**src/rtl/keypad_pkg.sv**
```systemverilog
`default_nettype none
// ============================================================================
// Module   : keypad_pkg
// Brief    : Shared state type, keymap and vector helpers for keypad_scanner.
// Revision : 1.0
// ============================================================================
package keypad_pkg;
    localparam int c_num_rows = 4;
    localparam int c_num_cols = 4;
    localparam int c_num_keys = c_num_rows * c_num_cols;

    typedef enum logic [1:0] {
        IDLE    = 2'd0,
        PRESSED = 2'd1,
        LOCKOUT = 2'd2
    } kp_state_t;

    // Indexed by row*4 + col; the bottom row reads 0,F,E,D on the PmodKYPD.
    localparam logic [3:0] c_keymap [c_num_keys] = '{
        4'h1, 4'h2, 4'h3, 4'hA,
        4'h4, 4'h5, 4'h6, 4'hB,
        4'h7, 4'h8, 4'h9, 4'hC,
        4'h0, 4'hF, 4'hE, 4'hD
    };

    function automatic logic [4:0] count_keys(input logic [c_num_keys-1:0] v);
        logic [4:0] n;
        n = '0;
        for (int i = 0; i < c_num_keys; i++) begin
            n = n + 5'(v[i]);
        end
        return n;
    endfunction

    function automatic logic [3:0] lowest_key(input logic [c_num_keys-1:0] v);
        logic [3:0] idx;
        idx = '0;
        for (int i = c_num_keys - 1; i >= 0; i--) begin
            if (v[i]) begin
                idx = 4'(i);
            end
        end
        return idx;
    endfunction
endpackage
`default_nettype wire

```
**src/rtl/keypad_debounce.sv**
```systemverilog
`default_nettype none
// ============================================================================
// Module   : keypad_debounce
// Brief    : Accepts a scan vector once it repeats for DEBOUNCE_SCANS scans.
// Revision : 1.0
// ============================================================================
module keypad_debounce
    import keypad_pkg::*;
#(
    parameter int DEBOUNCE_SCANS = 4
) (
    input  logic                  clk,
    input  logic                  clear_n,
    input  logic [c_num_keys-1:0] scan_vec,
    input  logic                  scan_done,
    output logic [c_num_keys-1:0] stable_vec,
    output logic                  stable_upd
);
    localparam int c_cnt_w = (DEBOUNCE_SCANS > 1) ? $clog2(DEBOUNCE_SCANS) : 1;
    localparam logic [c_cnt_w-1:0] c_cnt_top = c_cnt_w'(DEBOUNCE_SCANS - 1);

    logic [c_num_keys-1:0] r_last_scan;
    logic [c_num_keys-1:0] r_stable_vec;
    logic                  r_stable_upd;
    logic [c_cnt_w-1:0]    r_cnt;
    logic [c_cnt_w-1:0]    w_cnt_next;

    // Counter saturates at the acceptance point, so a steady pattern is re-offered every scan.
    always_comb begin
        w_cnt_next = '0;
        if (scan_vec == r_last_scan) begin
            w_cnt_next = (r_cnt == c_cnt_top) ? r_cnt : r_cnt + c_cnt_w'(1);
        end
    end

    always_ff @(posedge clk) begin
        if (!clear_n) begin
            r_last_scan  <= '0;
            r_stable_vec <= '0;
            r_stable_upd <= 1'b0;
            r_cnt        <= '0;
        end else begin
            r_stable_upd <= 1'b0;
            if (scan_done) begin
                r_last_scan <= scan_vec;
                r_cnt       <= w_cnt_next;
                if (w_cnt_next == c_cnt_top) begin
                    r_stable_vec <= scan_vec;
                    r_stable_upd <= 1'b1;
                end
            end
        end
    end

    assign stable_vec = r_stable_vec;
    assign stable_upd = r_stable_upd;
endmodule
`default_nettype wire

```
**src/rtl/keypad_scanner.sv**
```systemverilog
`default_nettype none
// ============================================================================
// Module   : keypad_scanner
// Brief    : 4x4 keypad column scan, debounce and single-key accept FSM.
//            Define KEYPAD_HISTORY_EN to build the 4-digit key history.
// Revision : 1.0
// ============================================================================
module keypad_scanner
    import keypad_pkg::*;
#(
    parameter int SCAN_DIV       = 100_000,
    parameter int DEBOUNCE_SCANS = 4
) (
    input  logic       clk,
    input  logic       clear_n,
    input  logic [3:0] row,
    output logic [3:0] col,
    output logic [3:0] key,
    output logic       key_valid,
    output logic       key_held,
    output logic [3:0] digit3,
    output logic [3:0] digit2,
    output logic [3:0] digit1,
    output logic [3:0] digit0
);
    localparam int c_div_w = $clog2(SCAN_DIV);
    localparam logic [c_div_w-1:0] c_div_last = c_div_w'(SCAN_DIV - 1);

    logic [3:0]            r_row_meta;
    logic [3:0]            r_row_sync;
    logic [c_div_w-1:0]    r_div;
    logic [1:0]            r_col_idx;
    logic [3:0]            r_col;
    logic [c_num_keys-1:0] r_scan_acc;
    logic [c_num_keys-1:0] w_scan_vec;
    logic                  w_sample;
    logic                  w_scan_done;
    logic [c_num_keys-1:0] w_stable_vec;
    logic                  w_stable_upd;
    logic [4:0]            w_nkeys;
    logic [3:0]            w_code;
    kp_state_t             r_state;
    logic [3:0]            r_key;
    logic                  r_key_valid;
    logic                  r_key_held;

    assign w_sample    = (r_div == c_div_last);
    assign w_scan_done = w_sample && (r_col_idx == 2'd3);

    for (genvar gr = 0; gr < c_num_rows; gr++) begin : g_row
        for (genvar gc = 0; gc < c_num_cols; gc++) begin : g_col
            assign w_scan_vec[gr*c_num_cols+gc] = (r_col_idx == 2'(gc)) ? ~r_row_sync[gr]
                                                                        : r_scan_acc[gr*c_num_cols+gc];
        end
    end

    always_ff @(posedge clk) begin
        if (!clear_n) begin
            r_row_meta <= 4'b1111;
            r_row_sync <= 4'b1111;
            r_div      <= '0;
            r_col_idx  <= 2'd0;
            r_col      <= 4'b1110;
            r_scan_acc <= '0;
        end else begin
            r_row_meta <= row;
            r_row_sync <= r_row_meta;
            if (w_sample) begin
                r_div      <= '0;
                r_col_idx  <= r_col_idx + 2'd1;
                r_col      <= {r_col[2:0], r_col[3]};
                r_scan_acc <= w_scan_vec;
            end else begin
                r_div <= r_div + c_div_w'(1);
            end
        end
    end

    keypad_debounce #(
        .DEBOUNCE_SCANS (DEBOUNCE_SCANS)
    ) u_debounce (
        .clk        (clk),
        .clear_n    (clear_n),
        .scan_vec   (w_scan_vec),
        .scan_done  (w_scan_done),
        .stable_vec (w_stable_vec),
        .stable_upd (w_stable_upd)
    );

    assign w_nkeys = count_keys(w_stable_vec);
    assign w_code  = c_keymap[lowest_key(w_stable_vec)];

    always_ff @(posedge clk) begin
        if (!clear_n) begin
            r_state     <= IDLE;
            r_key       <= 4'h0;
            r_key_valid <= 1'b0;
            r_key_held  <= 1'b0;
        end else begin
            r_key_valid <= 1'b0;
            if (w_stable_upd) begin
                case (r_state)
                    IDLE: begin
                        if (w_nkeys == 5'd1) begin
                            r_state     <= PRESSED;
                            r_key       <= w_code;
                            r_key_valid <= 1'b1;
                            r_key_held  <= 1'b1;
                        end else if (w_nkeys != 5'd0) begin
                            r_state <= LOCKOUT;
                        end
                    end
                    PRESSED: begin
                        if (w_nkeys == 5'd0) begin
                            r_state    <= IDLE;
                            r_key_held <= 1'b0;
                        end else if (w_nkeys != 5'd1 || w_code != r_key) begin
                            r_state    <= LOCKOUT;
                            r_key_held <= 1'b0;
                        end
                    end
                    LOCKOUT: begin
                        if (w_nkeys == 5'd0) begin
                            r_state <= IDLE;
                        end
                    end
                    default: begin
                        r_state    <= IDLE;
                        r_key_held <= 1'b0;
                    end
                endcase
            end
        end
    end

`ifdef KEYPAD_HISTORY_EN
    logic       w_accept;
    logic [3:0] r_digit [4];

    assign w_accept = w_stable_upd && (r_state == IDLE) && (w_nkeys == 5'd1);

    always_ff @(posedge clk) begin
        if (!clear_n) begin
            r_digit <= '{default: 4'h0};
        end else if (w_accept) begin
            r_digit[3] <= r_digit[2];
            r_digit[2] <= r_digit[1];
            r_digit[1] <= r_digit[0];
            r_digit[0] <= w_code;
        end
    end

    assign digit3 = r_digit[3];
    assign digit2 = r_digit[2];
    assign digit1 = r_digit[1];
    assign digit0 = r_digit[0];
`else
    assign digit3 = 4'h0;
    assign digit2 = 4'h0;
    assign digit1 = 4'h0;
    assign digit0 = 4'h0;
`endif

    assign col       = r_col;
    assign key       = r_key;
    assign key_valid = r_key_valid;
    assign key_held  = r_key_held;
endmodule
`default_nettype wire
```
**config.mk**
```make
export PLATFORM = sky130hd
export DESIGN_NAME = keypad_scanner
export DESIGN_NICKNAME = d
export VERILOG_FILES = /design/src/rtl/keypad_pkg.sv /design/src/rtl/keypad_debounce.sv /design/src/rtl/keypad_scanner.sv
export SDC_FILE = /design/constraint.sdc
export NUM_CORES = 1
export LEC_CHECK = 0
export ABC_AREA = 1
export BUFFER_PORTS_ARGS = -buffer_cell sky130_fd_sc_hd__buf_2
export CORE_MARGIN = 5
export CORE_UTILIZATION = 37
export CTS_BUF_LIST = sky130_fd_sc_hd__clkbuf_16
export DETAILED_ROUTE_END_ITERATION = 16
export SLEW_MARGIN = 30
export SYNTH_ARGS = -nofsm -noshare
export SYNTH_HDL_FRONTEND = slang
export SYNTH_SLANG_ARGS = --single-unit
export TNS_END_PERCENT = 50
```
**constraint.sdc**
```tcl
create_clock -name clk -period 5.7 [get_ports clk]
set_clock_uncertainty 0.05 [all_clocks]
set_input_delay 0.285 -clock clk [delete_from_list [all_inputs] [get_ports clk]]
set_output_delay 0.285 -clock clk [all_outputs]
set_load 0.1 [all_outputs]
```
==> out/metrics.cfg, run 1 <==
[clock_network]
clkSinkCount=90
postCtsSetupRepairBufs=0
postCtsHoldBufs=0
postCtsResizedCells=0
clk_pin_slew_ns=0.06
clk_path_buf_depth=2
numCtsBuffers=9
htree_num_levels=3
clkLatencyLatePin_ns=0.35
clockRootBuffer=clkbuf_16
cts_tree=done

[synth]
yosys.area.top_type=dfxtp_1
synth-async-reset-ratio_pct=0
yosysUniqueCellTypes=35
ys_ff_latch=90
synth_top_area_share_pct=38.8
yosys_most_used_dff=dfxtp_1
synth.area.top_cells=dfxtp_1 (39%), inv_1 (9.1%), nand2_1 (7.9%)
synth-edff-count=0
synthCells=630
netlist_area_um2=4640
yosysSeqAreaShare_pct=38.8
postSynthAreaPerCell_um2=7.37
ys_warn_count=0

[placed_design]
post_dp_cell_area_um2=4800
place.port_buffers=15
hpwl_mm=6.83
gp_congestion=0.796
dp_slack_ns=1.35
dp.cells=798

[setup_path]
cp.arrival_ns=4.61
rr_startpoint=u_debounce.stable_vec[11]
r2r_setup_slack_ns=1.33
critPathRequiredTime_ns=5.94
critPathKind=reg -> reg
reg2reg_depth=21
start_kind=flop
endpoint_kind=flop
crit_end=r_state[0]
cp_max_fo=3
cp-startpoint=u_debounce.stable_vec[11]
reg2reg_to=r_state[0]

[detailed_routing]
drt-wirelength-per-cell_um=11.5
wl_mm=9.33
drtAntennaViolNets=0
drt_iter0_drc=271
num_vias=3820
drc=0
dr.pass1.iters=4
via_per_inst=4.69

[global_route]
grtUsageMet1_pct=17.1
grtUsageTotal_pct=13.7
grt_max_degree=55
antenna_found_initial=0
gr-usage-met3_pct=4.09
use_met2_pct=22.8
grt_pass1_wl_mm=16.5
grt_remaining_overflow=0
busiest_layer=met2
grt_pass1_vias=3681

[sta]
max_freq_ghz=0.229
tns_ns=0
fin_ws_ns=1.33
period_share_pct=76.7
post-route-min-period_ns=4.37
tightest_slew_ns=0.824
hold_viol=0
drv_slew=0
grt_setup_unrepaired=no
setup_viol=0
slew_headroom_pct=45.0
hold-worst-slack_ns=0.0686

[status]
status=finished, final reports clean

[cells_and_area]
seqCellArea_um2=1800
postLayoutCellArea_um2=5070
multi_input_comb_area_um2=2280
mostFrequentLayoutCells=inv_1 (112), nand2_1 (98), dfxtp_1 (90), a21oi_1 (62), o21ai_0 (62)
fin_util_pct=40.7
drive_above_1_share_pct=6.85
n_fill_cell=1279
final_net_count=666
n_antenna_cell=0
area_delta_synth_final_pct=9.22
final_common_cell=inv_1
fin_cells=814

[floorplan]
core_area_um2=12500
row_count=41
die_h_um=122
die_x_um=122
io-pin-count=32
start_util_pct=37.2
dieArea_um2=14900

[power]
power_frac_seq_pct=50.5
powerDensity_nw_per_um2=248
cellLeakagePower_nw=2.19
power.share.clock_pct=43.5
p_comb_share_pct=6.0
swShare_pct=25.6
power.switching_uw=322
power_mw=1.26
p_int_uw=937
ir_drop_mv=0.129

[run]
cap_violations=0

[hold_path]
hp-class=in -> reg

[worst min-delay path by stage]
stage / end / slack, ns / start / cells after the start
global placement: r_row_sync[3] / 0.35 / r_row_meta[3] / 1
floorplan: r_row_meta[0] / 0.34 / row[0] / 1
CTS: r_row_meta[0] / 0.06 / row[0] / 2
global route: r_row_meta[3] / 0.06 / row[3] / 2
finish: r_row_meta[0] / 0.07 / row[0] / 2
detailed placement: r_row_sync[3] / 0.35 / r_row_meta[3] / 1
[synth_stat cells (5+ instances only)]
cell	n
dfxtp_1	90
nand4_1	10
o21a_1	7
a21oi_1	62
nand3_1	30
nor3_1	10
ha_1	13
inv_1	112
fa_1	10
or2_2	9
nor4_1	5
nor2_1	34
buf_4	16
nand2_1	98
clkbuf_1	14
o21ai_0	62
xor2_1	16
[registers in the layout, indices dropped and copies added (netlist names)]
| name | count |
|---|---|
| r_div | 17 |
| r_scan_acc | 16 |
| u_debounce.r_last_scan | 16 |
| u_debounce.stable_vec | 16 |
| col | 4 |
| key | 4 |
| r_row_meta | 4 |
| r_row_sync | 4 |
| r_col_idx | 2 |
| r_state | 2 |
| u_debounce.r_cnt | 2 |
| key_held | 1 |
| key_valid | 1 |
| u_debounce.stable_upd | 1 |
[final cells by class]
| type | instances | share of cell area (%) |
|---|---|---|
| Clock buffer | 9 | 4.44 |
| Sequential cell | 90 | 35.5 |
| Multi-Input combinational cell | 407 | 44.9 |
| Clock inverter | 7 | 0.888 |
| Inverter | 113 | 8.36 |
| Timing Repair Buffer | 16 | 1.63 |
| Tap cell | 172 | 4.24 |
[critical path, cell delays in order (launching register included)]
cell,delay (ns)
dfxtp_1,0.32
fa_1,0.53
inv_1,0.05
fa_1,0.47
inv_1,0.05
fa_1,0.47
inv_1,0.05
fa_1,0.42
inv_1,0.07
ha_1,0.16
inv_1,0.05
fa_1,0.37
nor2_1,0.11
inv_1,0.05
a21oi_1,0.17
nor2_1,0.06
and3_1,0.20
o21ai_0,0.32
nand3_1,0.16
nand2_1,0.08
inv_1,0.04
nor2_1,0.08
[routing by layer]
layer  part of all wire [%]  vias to the layer above
li1                       -                     1997
met1                     48                     1764
met2                     46                       47
met3                    3.9                       12
met4                    1.3                        0
met5                      0                        -
[power groups by stage]
stage	Clock, mW	Combinational, mW	Sequential, mW
after floorplan	0	0.0766	0.649
after CTS	0.563	0.0750	0.636
after global routing	0.595	0.0806	0.636
after detailed placement	0	0.0750	0.650
after global placement	0	0.0741	0.650
final	0.548	0.0750	0.636
[logic make-up after synthesis]
logic type | share of synthesized area (%)
AND/OR/NAND/NOR | 20.2
buffers and inverters | 13.4
AO/OA/AOI/OAI | 16.3
flip-flops | 38.8
adder cells (fa/ha/maj) | 7.81
XOR/XNOR | 3.40
other | 0.0808
No activity file was read; power rests on OpenSTA's default activity.
==> run 2, diff against run 1 <==
- clock period: 5.7 -> 4.4 ns (I/O delays scaled with it)
==> out/metrics.cfg, run 2 (same netlist as run 1, synthesis figures left out) <==
[sta]
hold_viol=0
setup_viol=0
post-route-min-period_ns=4.27
tightest_slew_ns=0.818
max_freq_ghz=0.234
drv_slew=0
period_share_pct=97.1
grt_setup_unrepaired=yes
slew_headroom_pct=45.5
tns_ns=0

[cells_and_area]
drive_above_1_share_pct=9.57
largest_reg_flops=17
area_delta_synth_final_pct=11.9
final_net_count=672
mostFrequentLayoutCells=inv_1 (108), nand2_1 (97), dfxtp_1 (88), a21oi_1 (62), o21ai_0 (59)
n_antenna_cell=0
largest-register=r_div
final_common_cell=inv_1
fin_util_pct=41.7

[global_route]
grtUsageTotal_pct=13.5
antenna_found_initial=0
grt_max_degree=55
grt_pass1_vias=3762
grt_pass1_wl_mm=16.4
grt_remaining_overflow=0

[floorplan]
dieArea_um2=14900
io-pin-count=32
die_h_um=122
row_count=41
die_x_um=122
start_util_pct=37.2
core_area_um2=12500

[detailed_routing]
highest_layer=met4
route.met2.wl_mm=4.54
wl_met1_mm=4.40
drtAntennaViolNets=0
drt-wirelength-per-cell_um=11.6
drc=0
via_per_inst=4.73
dr_wl_met3_um=387
wl_mm=9.50
drt_iter0_drc=248
dr.pass1.iters=4
num_vias=3876

[setup_path]
endpoint_kind=flop
start_kind=flop
critPathRequiredTime_ns=4.62
slowest_delay_ns=0.54
reg2reg_to=key[3]
cp_max_fo=6
reg2reg_depth=19
path_cells=fa_1 -> inv_2 -> fa_1 -> inv_1 -> fa_1 -> inv_1 -> fa_1 -> inv_2 -> ha_4 -> inv_2 -> fa_2 -> nand2_1 -> nor2_1 -> nand2_1 -> nor3_2 -> nand2_2 -> inv_2 -> o21ai_0 -> a21oi_1
r2r_setup_slack_ns=0.13
cp.arrival_ns=4.49
critPathKind=reg -> reg
cp_slowest_cell=fa_1
rr_startpoint=u_debounce.stable_vec[11]

[placed_design]
gp_congestion=0.803
hpwl_mm=7.04
place.port_buffers=15

[clock_network]
cts_tree=done
clockRootBuffer=clkbuf_16
numCtsBuffers=9
clk_pin_slew_ns=0.06
clkLatencyLatePin_ns=0.35
clkSinkCount=90
htree_num_levels=3
clk_path_buf_depth=2

[hold_path]
hp-class=in -> reg
hold_path_startpoint=row[3]
hold-path-cell-count=2
hold_end=r_row_meta[3]

[run]
cap_violations=0

[power]
powerDensity_nw_per_um2=327
cellLeakagePower_nw=2.22
ir_drop_mv=0.276

[status]
status=finished, final reports clean

-- run 2: critical path: cells and delay by family, from the launching register on --
family | cells | cell delay, ns
AOI/OAI and AO/OA | 2 | 0.28
and+or+nand+nor | 5 | 0.61
DFF | 1 | 0.33
adders and majority gates | 6 | 2.57
buffers and inverters | 6 | 0.36
-- run 2: worst max path at each step --
stage | cells past startpoint | slack (ns) | startpoint | end
after floorplan | 21 | 0.31 | u_debounce.stable_vec[11] | r_state[0]
after global placement | 21 | 0.13 | u_debounce.stable_vec[11] | key[1]
after detailed placement | 21 | 0.04 | u_debounce.stable_vec[11] | key[3]
after CTS | 21 | 0.03 | u_debounce.stable_vec[11] | key[3]
after global routing | 24 | -0.08 | u_debounce.stable_vec[11] | r_state[0]
final | 19 | 0.13 | u_debounce.stable_vec[11] | key[3]
-- run 2: layout make-up --
cell class / instances / area [µm²]
fill: 1257 / 7270
clock inverter: 7 / 75.1
timing repair buffer: 22 / 135
tap: 172 / 215
sequential: 90 / 1800
inverter: 113 / 424
clock buffer: 9 / 225
multi-input combinational: 407 / 2320
-- run 2: timing repair --
item	4_1_cts	5_1_grt
endpoints found under the hold margin	3	0
buffers inserted	0	1
hold buffers	3	0
resized for setup	0	19
endpoints found under the setup margin	0	8
-- run 2: stage by stage --
step / cell area [µm²] / hold slack (ns) / power [mW] / instances / setup slack, ns
2_1_floorplan: 4700 / 0.277 / 0.940 / 645 / 0.306
3_3_place_gp: 4820 / 0.347 / 0.938 / 800 / 0.130
3_5_place_dp: 4820 / 0.348 / 0.940 / 800 / 0.0406
4_1_cts: 5150 / 0.0000701 / 1.73 / 819 / 0.0334
5_1_grt: 5200 / 0.00791 / 1.76 / 820 / -0.0756
6_report: 5200 / 0.0162 / 1.70 / 820 / 0.126
-- run 2: power breakdown --
part	switching, mW	internal (mW)	leakage [nW]	total, mW
Clock	0.334	0.444	0.140	0.778
Sequential	0.00410	0.820	0.728	0.824
Combinational	0.0841	0.0147	1.35	0.0988
Total	0.422	1.28	2.22	1.70
-- run 2: per-layer routing --
metal	vias to the layer above	GRT usage [%]
met5	-	0
met4	0	5.25
met3	15	3.34
met2	65	23.2
met1	1784	16.3
li1	2012	-
